File: config.mk
export PLATFORM = sky130hd
export DESIGN_NAME = multih_lock_slip_ctrl
export DESIGN_NICKNAME = d
export VERILOG_FILES = /design/src/rtl/multih_lock_pkg.sv /design/src/rtl/multih_abs_err_avg.sv /design/src/rtl/multih_lock_slip_ctrl.sv
export SDC_FILE = /design/constraint.sdc
export NUM_CORES = 1
export LEC_CHECK = 0
export CAP_MARGIN = 30
export CORE_UTILIZATION = 60
export CTS_BUF_LIST = sky130_fd_sc_hd__clkbuf_8
export DETAILED_ROUTE_END_ITERATION = 12
export PLACE_DENSITY = 0.83
export SLEW_MARGIN = 30
export SYNTH_ARGS = -nofsm -noshare
export SYNTH_HDL_FRONTEND = slang
export SYNTH_SLANG_ARGS = --single-unit
File: constraint.sdc
create_clock -name clk -period 6.86 [get_ports clk]
set_input_delay 1.372 -clock clk [delete_from_list [all_inputs] [get_ports clk]]
set_output_delay 1.372 -clock clk [all_outputs]
set_load 0.01 [all_outputs]
File: src/rtl/multih_lock_pkg.sv
// Shared types and helpers for the multi-h carrier-loop lock detector and
// symbol-slip controller.
package multih_lock_pkg;

    typedef enum logic [1:0] {
        LOCKED,
        UNLOCKED,
        SLIP_PEND,
        SLIP_WAIT
    } lock_state_e;

    // Magnitude of a width-bit signed sample. The most negative code is folded
    // onto the largest positive magnitude so the result always fits width-1 bits.
    function automatic logic [31:0] satAbs(input int value, input int width);
        int maxMag;
        int mag;
        maxMag = (1 << (width - 1)) - 1;
        mag    = (value < 0) ? -value : value;
        satAbs = 32'((mag > maxMag) ? maxMag : mag);
    endfunction

    // Limits the requested averaging exponent to what the accumulator was sized for.
    function automatic logic [2:0] clampLog2(input logic [2:0] req, input int maxLog2);
        int lim;
        lim       = (maxLog2 > 7) ? 7 : maxLog2;
        clampLog2 = (int'(req) > lim) ? 3'(lim) : req;
    endfunction

endpackage

File: src/rtl/multih_abs_err_avg.sv
// Windowed average of |phase error| over 2^N qualified samples, where N is
// captured when the first sample of each window arrives.
module multih_abs_err_avg
    import multih_lock_pkg::*;
#(
    parameter int ERR_W        = 8,
    parameter int AVG_LOG2_MAX = 7
) (
    input  logic             clk,
    input  logic             reset,
    input  logic             clear_i,
    input  logic             sample_i,
    input  logic [ERR_W-1:0] error_i,
    input  logic [2:0]       avgLog2_i,
    output logic [ERR_W-2:0] avgAbsError_o,
    output logic             avgEn_o
);

    localparam int ABS_W  = ERR_W - 1;
    localparam int ACC_W  = ABS_W + AVG_LOG2_MAX;
    localparam int SCNT_W = AVG_LOG2_MAX + 1;

    logic [ACC_W-1:0]  acc_q, acc_d;
    logic [SCNT_W-1:0] cnt_q, cnt_d;
    logic [2:0]        winLog2_q, winLog2_d;
    logic [ABS_W-1:0]  avg_q, avg_d;
    logic              avgEn_q, avgEn_d;

    logic [ABS_W-1:0]  absVal;
    logic [2:0]        curLog2;
    logic [SCNT_W-1:0] winLen;
    logic [ACC_W-1:0]  accSum;

    // Accumulate the saturated magnitude; close the window on its 2^N-th sample.
    always_comb begin
        absVal    = ABS_W'(satAbs(int'($signed(error_i)), ERR_W));
        curLog2   = (cnt_q == '0) ? clampLog2(avgLog2_i, AVG_LOG2_MAX) : winLog2_q;
        winLen    = SCNT_W'(1) << curLog2;
        accSum    = acc_q + ACC_W'(absVal);

        acc_d     = acc_q;
        cnt_d     = cnt_q;
        winLog2_d = winLog2_q;
        avg_d     = avg_q;
        avgEn_d   = 1'b0;

        if (clear_i) begin
            acc_d = '0;
            cnt_d = '0;
        end else if (sample_i) begin
            winLog2_d = curLog2;
            if (cnt_q + SCNT_W'(1) == winLen) begin
                avg_d   = ABS_W'(accSum >> curLog2);
                avgEn_d = 1'b1;
                acc_d   = '0;
                cnt_d   = '0;
            end else begin
                acc_d = accSum;
                cnt_d = cnt_q + SCNT_W'(1);
            end
        end
    end

    // Window state and the published average.
    always_ff @(posedge clk or posedge reset) begin
        if (reset) begin
            acc_q     <= '0;
            cnt_q     <= '0;
            winLog2_q <= '0;
            avg_q     <= '0;
            avgEn_q   <= 1'b0;
        end else begin
            acc_q     <= acc_d;
            cnt_q     <= cnt_d;
            winLog2_q <= winLog2_d;
            avg_q     <= avg_d;
            avgEn_q   <= avgEn_d;
        end
    end

    assign avgAbsError_o = avg_q;
    assign avgEn_o       = avgEn_q;

endmodule

File: src/rtl/multih_lock_slip_ctrl.sv
// Lock detector and symbol-slip controller for the multi-h carrier loop:
// leaky good/bad counters on windowed |error| averages drive a lock/slip FSM
// that drops exactly one symbol enable per slip.
module multih_lock_slip_ctrl
    import multih_lock_pkg::*;
#(
    parameter int ERR_W        = 8,
    parameter int CNT_W        = 16,
    parameter int AVG_LOG2_MAX = 7,
    parameter int SLIP_W       = 4,
    parameter int HOLDOFF      = 2
) (
    input  logic              clk,
    input  logic              reset,
    input  logic              errEn,
    input  logic              errValid,
    input  logic [ERR_W-1:0]  error,
    input  logic [2:0]        avgLog2,
    input  logic [ERR_W-2:0]  threshold,
    input  logic [CNT_W-1:0]  lockCount,
    input  logic [CNT_W-1:0]  unlockCount,
    input  logic [SLIP_W-1:0] maxSlips,
    input  logic              clearStats,
    input  logic              symEnIn,
    output logic              symEnOut,
    output logic              demodLock,
    output logic              slipActive,
    output logic [SLIP_W-1:0] slipCount,
    output logic              slipExhausted,
    output logic [ERR_W-2:0]  avgAbsError,
    output logic              avgEn
);

    localparam int HOLD_W = 8;

    lock_state_e       state_q, state_d;
    logic [CNT_W-1:0]  goodCnt_q, goodCnt_d;
    logic [CNT_W-1:0]  badCnt_q, badCnt_d;
    logic [SLIP_W-1:0] slipCount_q, slipCount_d;
    logic              slipExh_q, slipExh_d;
    logic [HOLD_W-1:0] holdCnt_q, holdCnt_d;
    logic              symEnOut_q, symEnOut_d;

    logic              slipFire;
    logic              avgLive;
    logic              classify;
    logic              isBad;
    logic [CNT_W-1:0]  lockTarget;
    logic [CNT_W-1:0]  unlockTarget;
    logic              lockEv;
    logic              unlockEv;

    multih_abs_err_avg #(
        .ERR_W       (ERR_W),
        .AVG_LOG2_MAX(AVG_LOG2_MAX)
    ) uAvg (
        .clk          (clk),
        .reset        (reset),
        .clear_i      (clearStats | slipFire),
        .sample_i     (errEn & errValid),
        .error_i      (error),
        .avgLog2_i    (avgLog2),
        .avgAbsError_o(avgAbsError),
        .avgEn_o      (avgEn)
    );

    // Classify each fresh average and detect lock/unlock events; clearStats masks the average.
    always_comb begin
        slipFire     = (state_q == SLIP_PEND) && symEnIn;
        avgLive      = avgEn && !clearStats;
        classify     = avgLive && ((state_q == LOCKED) || (state_q == UNLOCKED));
        isBad        = avgAbsError > threshold;
        lockTarget   = (lockCount == '0) ? CNT_W'(1) : lockCount;
        unlockTarget = (unlockCount == '0) ? CNT_W'(1) : unlockCount;
        lockEv       = classify && !isBad && (goodCnt_q == lockTarget - CNT_W'(1));
        unlockEv     = classify && isBad && (badCnt_q == unlockTarget - CNT_W'(1));
    end

    // Leaky good/bad counters: each average bumps one and bleeds the other.
    always_comb begin
        goodCnt_d = goodCnt_q;
        badCnt_d  = badCnt_q;
        if (clearStats || slipFire || lockEv || unlockEv) begin
            goodCnt_d = '0;
            badCnt_d  = '0;
        end else if (classify) begin
            if (isBad) begin
                badCnt_d  = (badCnt_q == '1) ? badCnt_q : badCnt_q + CNT_W'(1);
                goodCnt_d = (goodCnt_q == '0) ? goodCnt_q : goodCnt_q - CNT_W'(1);
            end else begin
                goodCnt_d = (goodCnt_q == '1) ? goodCnt_q : goodCnt_q + CNT_W'(1);
                badCnt_d  = (badCnt_q == '0) ? badCnt_q : badCnt_q - CNT_W'(1);
            end
        end
    end

    // Lock/slip state machine plus the gated symbol enable.
    always_comb begin
        state_d     = state_q;
        slipCount_d = slipCount_q;
        slipExh_d   = slipExh_q;
        holdCnt_d   = holdCnt_q;
        symEnOut_d  = symEnIn && !slipFire;

        case (state_q)
            LOCKED: begin
                if (unlockEv) begin
                    state_d = UNLOCKED;
                end
            end
            UNLOCKED: begin
                if (lockEv) begin
                    state_d     = LOCKED;
                    slipCount_d = '0;
                    slipExh_d   = 1'b0;
                end else if (unlockEv) begin
                    if (slipCount_q < maxSlips) begin
                        state_d     = SLIP_PEND;
                        slipCount_d = slipCount_q + SLIP_W'(1);
                    end else begin
                        slipExh_d = 1'b1;
                    end
                end
            end
            SLIP_PEND: begin
                if (slipFire) begin
                    holdCnt_d = '0;
                    state_d   = (HOLDOFF == 0) ? UNLOCKED : SLIP_WAIT;
                end
            end
            SLIP_WAIT: begin
                if (avgLive) begin
                    if (holdCnt_q == HOLD_W'(HOLDOFF - 1)) begin
                        state_d = UNLOCKED;
                    end else begin
                        holdCnt_d = holdCnt_q + HOLD_W'(1);
                    end
                end
            end
            default: begin
                state_d = LOCKED;
            end
        endcase

        if (clearStats) begin
            slipCount_d = '0;
            slipExh_d   = 1'b0;
        end
    end

    // State, counters and the registered symbol enable.
    always_ff @(posedge clk or posedge reset) begin
        if (reset) begin
            state_q     <= LOCKED;
            goodCnt_q   <= '0;
            badCnt_q    <= '0;
            slipCount_q <= '0;
            slipExh_q   <= 1'b0;
            holdCnt_q   <= '0;
            symEnOut_q  <= 1'b0;
        end else begin
            state_q     <= state_d;
            goodCnt_q   <= goodCnt_d;
            badCnt_q    <= badCnt_d;
            slipCount_q <= slipCount_d;
            slipExh_q   <= slipExh_d;
            holdCnt_q   <= holdCnt_d;
            symEnOut_q  <= symEnOut_d;
        end
    end

    assign symEnOut      = symEnOut_q;
    assign demodLock     = (state_q == LOCKED);
    assign slipActive    = (state_q == SLIP_PEND) || (state_q == SLIP_WAIT);
    assign slipCount     = slipCount_q;
    assign slipExhausted = slipExh_q;

endmodule

# [Word-level counts from Yosys, hierarchy flattened]
# Index checks and enable logic that the tools add are counted.
[word_totals] ff_bits=81 input_bits=60 out_inout_bits=16
[classes] addsub=11 n_lt_le_gt_ge=4 eq_ne=21 shifts=2 mux=46 bitwise_logic=3 n_reduce_logical=36
[ops] cell="two-way mux 16 bit" count=12
[ops] cell="logical NOT 16 bit" count=4
[ops] cell="subtractor 16 x 1 -> 16 bit (second input constant)" count=4
[ops] cell="two-way mux 8 bit" count=6
[ops] cell="two-way mux 14 bit" count=3
[ops] cell="adder 16 x 1 -> 16 bit (second input constant)" count=2
[ops] cell="equality test 16 bit" count=2
[ops] cell="equality test 16 bit (second input constant)" count=2
[ops] cell="greater-than comparator 32 x 8 -> 1 bit (second input constant)" count=1
[ops] cell="two-way mux 32 bit" count=1
[ops] cell="negator 8 -> 32 bit" count=1
[ops] cell="two-way mux 4 bit" count=5
[ops] cell="inequality test 3 bit (second input constant)" count=6
[ops] cell="adder 8 x 1 -> 8 bit (second input constant)" count=2
[ops] cell="one-hot mux 8 bit (2 select lines)" count=1
[ops] cell="AND reduction 3 bit" count=5
[ops] cell="adder 14 x 7 -> 14 bit" count=1
[ops] cell="two-way mux 2 bit" count=7
[ops] cell=">> shifter 14 x 3 -> 7 bit" count=1
[ops] cell="equality test 8 x 1 -> 1 bit (second input constant)" count=1
[ops] cell="equality test 8 bit" count=1
[ops] cell="logical AND 1 bit" count=8
[ops] cell="logical NOT 8 bit" count=1
[ops] cell="less-than comparator 8 x 1 -> 1 bit (second input constant)" count=1
[ops] cell="other kinds (24)" count=45

# [Longest topological paths before layout]
[depth] word_depth=9 depth_mapped=17

# [Cells and area by module]
# Synthesis repeated with hierarchy kept, for this count alone.
[unflattened] hier_cells=1030 area_unflattened_um2=8200.4
[by_module_without_submodules] mod="multih_lock_slip_ctrl" instances=1 cells_per_inst=653 area_per_inst_um2=5127.4
[by_module_without_submodules] mod="multih_abs_err_avg" instances=1 cells_per_inst=377 area_per_inst_um2=3072.9

# [Least setup slack after synthesis]
# OpenSTA, ideal clock, no wires.
[synth_path] kind="input-to-reg" start="in threshold[6]" end="reg badCnt_q[15]" setup_time_ns=0.077 arrival_time_ns=5.392 required_ns=6.783 setup_slack_ns=1.391 cell_stages=17 path_buffers=1 path_cell_list="inv_1 ha_1 nand4_1 a21oi_1 o22a_2 clkbuf_1 inv_1 ha_1 and3_1 a221oi_1 a311oi_1 a211o_1 a31o_2 a21oi_1 xnor2_1 or3_1 a21oi_1"
[synth_via] elab_chain_len=8 elab_cells_between_ends=15 classes_between="order compare (1); eq/ne (2); mux (3); reduce/logical (9)"
[synth_lines] element="start, declared" line_no="multih_lock_slip_ctrl.sv:19" text="input logic [ERR_W-2:0] threshold,"
[synth_lines] element="greater-than comparator 7 bit *" line_no="multih_lock_slip_ctrl.sv:72" text="isBad = avgAbsError > threshold;"
[synth_lines] element="logical NOT 1 bit" line_no="multih_lock_slip_ctrl.sv:75" text="lockEv = classify && !isBad && (goodCnt_q == lockTarget - CNT_W'(1));"
[synth_lines] element="logical AND 1 bit (2 in a row)" line_no="multih_lock_slip_ctrl.sv:75"
[synth_lines] element="logical OR 1 bit (2 in a row)" line_no="multih_lock_slip_ctrl.sv:83" text="if (clearStats || slipFire || lockEv || unlockEv) begin"
[synth_lines] element="inequality test 3 bit (no source line) or nonzero test 2 bit (tied branches)"
[synth_lines] element="AND reduction 3 bit (no source line)"
[synth_lines] element="end signal, assigned" line_no="multih_lock_slip_ctrl.sv:164" text="badCnt_q <= badCnt_d;"
[synth_lines] element="end, declared" line_no="multih_lock_slip_ctrl.sv:38" text="logic [CNT_W-1:0] badCnt_q, badCnt_d;"
# Mark *: on every way between the ends. The rest lies on a longest branch, timed or not. The select of a mux whose other input is x is not followed.
# A chain may end at the register's enable or synchronous reset.

# [Worst setup path after layout]
[layout_path] start="in threshold[4]" end="reg goodCnt_q[15]"
[layout_via] elab_chain_len=8 elab_cells_between_ends=15 classes_between="order compare (1); eq/ne (2); mux (3); reduce/logical (9)"
[layout_lines] element="greater-than comparator 7 bit *" line_no="multih_lock_slip_ctrl.sv:72"
[layout_lines] element="logical NOT 1 bit" line_no="multih_lock_slip_ctrl.sv:75"
[layout_lines] element="logical AND 1 bit (2 in a row)" line_no="multih_lock_slip_ctrl.sv:75"
[layout_lines] element="logical OR 1 bit (2 in a row)" line_no="multih_lock_slip_ctrl.sv:83"
[layout_lines] element="inequality test 3 bit (no source line) or nonzero test 2 bit (tied branches)"
[layout_lines] element="AND reduction 3 bit (no source line)"
[layout_lines] element="end signal, assigned" line_no="multih_lock_slip_ctrl.sv:163" text="goodCnt_q <= goodCnt_d;"
[layout_lines] element="end, declared" line_no="multih_lock_slip_ctrl.sv:37" text="logic [CNT_W-1:0] goodCnt_q, goodCnt_d;"
# Marks and branches as above.

==> flow_summary.toml <==
[run_status]
outcome = "finished, final reports clean"

[cts]
root_buffer = "clkbuf_8"
clock_latency_ps = 370
cts.reportedPaths.clkPinSlew_ps = 80
cts_made_buffers = 9
post_cts_buffers = 0
clk_path_buf_depth = 2
cts_resized = 0
cts_num_sinks = 81
h-tree-depth = 3
cts_hold_buf = 0
cts_tree = "done"

[timing]
finalCritPeriodShare = 0.8059
slew_headroom = 0.3849
finalClockSkew_ps = 9.213
holdWs_ps = 498.2
tightest_slew_ps = 910.7
setup_tns_ps = 0
max_freq_ghz = 0.1809
setup_viol = 0
grt_setup_unrepaired = "false"
hold_violations = 0
period_minus_slack_ps = 5529
maxSlewViolCount = 0

[power]
power_density_nw_per_um2 = 212.6
power.leakage_nw = 3.777
ir_worst_vdd_mv = 0.1400
p_total_mw = 1.900

[floorplan]
core_um2 = 12670
io_pins = 76
die_h_um = 116.4
die_w_um = 116.4
die-area_um2 = 13550
num_rows = 41
start_util = 0.6197

[yosys]
syn_nets = 1093
yosysWarningCount = 0
synth_edf_count = 0
yosysUniqueCellTypes = 85
ys_seq_area_frac = 0.2581
synth.most_common_cell = "nor2_1"
ys.flop_type = "dfrtp_1"
netlist_instances = 972
ys_ff_latch = 81
synth_area_leaders = "dfrtp_1, ha_1, nor2_1"
synth_common_cells = "nor2_1, dfrtp_1, nand2_1"
syn_area_um2 = 7853
synth-async-reset-ratio = 1.000
syn_avg_cell_area_um2 = 8.079
synth_largest_area_cell = "dfrtp_1"
synth.top_cell.area_share = 0.2581

[routing]
vias = 7523
first_pass_iters = 5
ant_nets = 0
wl_um = 19200
viasPerCell = 6.259
post_drt_wl_per_cell_um = 15.97
drc = 0
drt_iter0_drc = 594

[setup_path]
path_delay_family = "compound AO/OA/AOI/OAI gates"
startpoint_type = "input port"
worstSetupPathType = "in -> reg"
cp_max_fo = 11
path_cells = "clkdlybuf4s50_1 > inv_1 > ha_1 > a211oi_1 > o21bai_1 > o22a_2 > ha_1 > a211o_1 > a2111oi_0 > o311ai_0 > o41ai_1 > o311a_1 > nor4b_1 > nor3_1 > xor2_1 > nor2_1"
arrival_ps = 5780
path_common_cell = "ha_1"
r2r_start = "uAvg.avgAbsError_o[4]$_DFFE_PP0P_"
slowest_delay_ps = 650
critPathRequiredTime_ps = 7110
r2r_end = "goodCnt_q[15]$_DFFE_PP0P_"
worst-r2r-cell-count = 14
path_buf_inv = 2
reg2reg_setup_slack_ps = 2420
endpoint_kind = "flop"
path_depth = 16
slowest_stage = "o41ai_1"

[grt]
grt_pass1_vias = 6965
overflow = 0
grt_pass1_wl_um = 31770
antenna_found_initial = 0
grt_max_degree = 82
grt_usage = 0.2928

[final_layout]
syn_to_final_growth_pct = 13.85
final.fill_count = 1050
fin_util = 0.7055
nets = 1149
drive_gt1_frac = 0.05728
n_antenna_cell = 0

[min_path]
min_to = "slipExhausted$_DFFE_PP0P_"
hp-start = "slipExhausted$_DFFE_PP0P_"
holdCritPathClass = "reg -> reg"
holdPathStages = 1

[flow_run]
drv_cap = 0

[placed_design]
hpwl_um = 14110
numPortBuffers = 75
gp_congestion = 0.8724
==> through the flow <==
stage | cells | setup slack (ps) | area [um2]
2_1_floorplan | 972 | 1391 | 7853
3_3_place_gp | 1189 | 1128 | 8712
3_5_place_dp | 1189 | 1017 | 8721
4_1_cts | 1202 | 1359 | 8940
5_1_grt | 1202 | 1036 | 8940
6_report | 1202 | 1331 | 8940
==> how the worst max path moves through the flow <==
stage	startpoint	end	slack (ps)
after CTS	threshold[4]	goodCnt_q[15]$_DFFE_PP0P_	1360
after floorplan	threshold[6]	badCnt_q[15]$_DFFE_PP0P_	1390
final	threshold[4]	goodCnt_q[15]$_DFFE_PP0P_	1330
after detailed placement	threshold[4]	goodCnt_q[15]$_DFFE_PP0P_	1020
after global placement	threshold[4]	goodCnt_q[15]$_DFFE_PP0P_	1130
after global routing	threshold[4]	goodCnt_q[15]$_DFFE_PP0P_	1040
==> kinds of logic (layout without fill, tap and decap cells) <==
family | after synthesis | count (layout) | share of synthesized area
compound gates | 255 | 255 | 0.2191
xor+xnor | 73 | 73 | 0.08142
fa+ha+maj | 61 | 61 | 0.1001
buf+inv | 81 | 139 | 0.04127
flops | 81 | 81 | 0.2581
mux | 38 | 38 | 0.05083
simple gates | 383 | 383 | 0.2492
==> report_power, final <==
part / internal, mW / switching, mW
logic: 0.393 / 0.524
registers: 0.522 / 0.0446
clock network: 0.235 / 0.182
==> flip-flops by register name, summed over array words and instances, names as in the netlist <==
register and count:
goodCnt_q 16, holdCnt_q 8, slipExhausted 1, state_q 2
uAvg.winLog2_q 3, badCnt_q 16, uAvg.avgEn_o 1, uAvg.avgAbsError_o 7
slipCount 4, uAvg.cnt_q 8, uAvg.acc_q 14, symEnOut 1
==> routing by layer <==
layer | wire length (um) | global-route usage | vias up | share of wire
met3 | 737 | 0.03321 | 20 | 0.038
met1 | 8927 | 0.3853 | 3596 | 0.47
li1 | - | - | 3717 | -
met4 | 259 | 0.08291 | 0 | 0.013
met5 | 0 | 0 | - | 0
met2 | 9272 | 0.5077 | 190 | 0.48
==> placed cells by master, fill, tap and decap left out, drive strengths merged, types with 34 or more instances in the layout <==
cell           netlist  routed
dfrtp               81      81
a21oi               62      62
xnor2               45      45
inv                 45      44
nand2               80      80
o21ai               51      51
clkdlybuf4s50        0      75
nand3               34      34
nor2               107     107
ha                  58      58
==> final cells by class <==
cell class                      instances  area (um2)  share of cell area
Multi-Input combinational cell        810        5509              0.6162
Sequential cell                        81        2027              0.2267
Timing Repair Buffer                   81       799.5             0.08943
Tap cell                              172       215.2             0.02407
Inverter                               45       170.2             0.01903
Clock buffer                            9       123.9             0.01386
Clock inverter                          4       95.09             0.01064
Note: power is estimated with default switching activity, not from simulation.
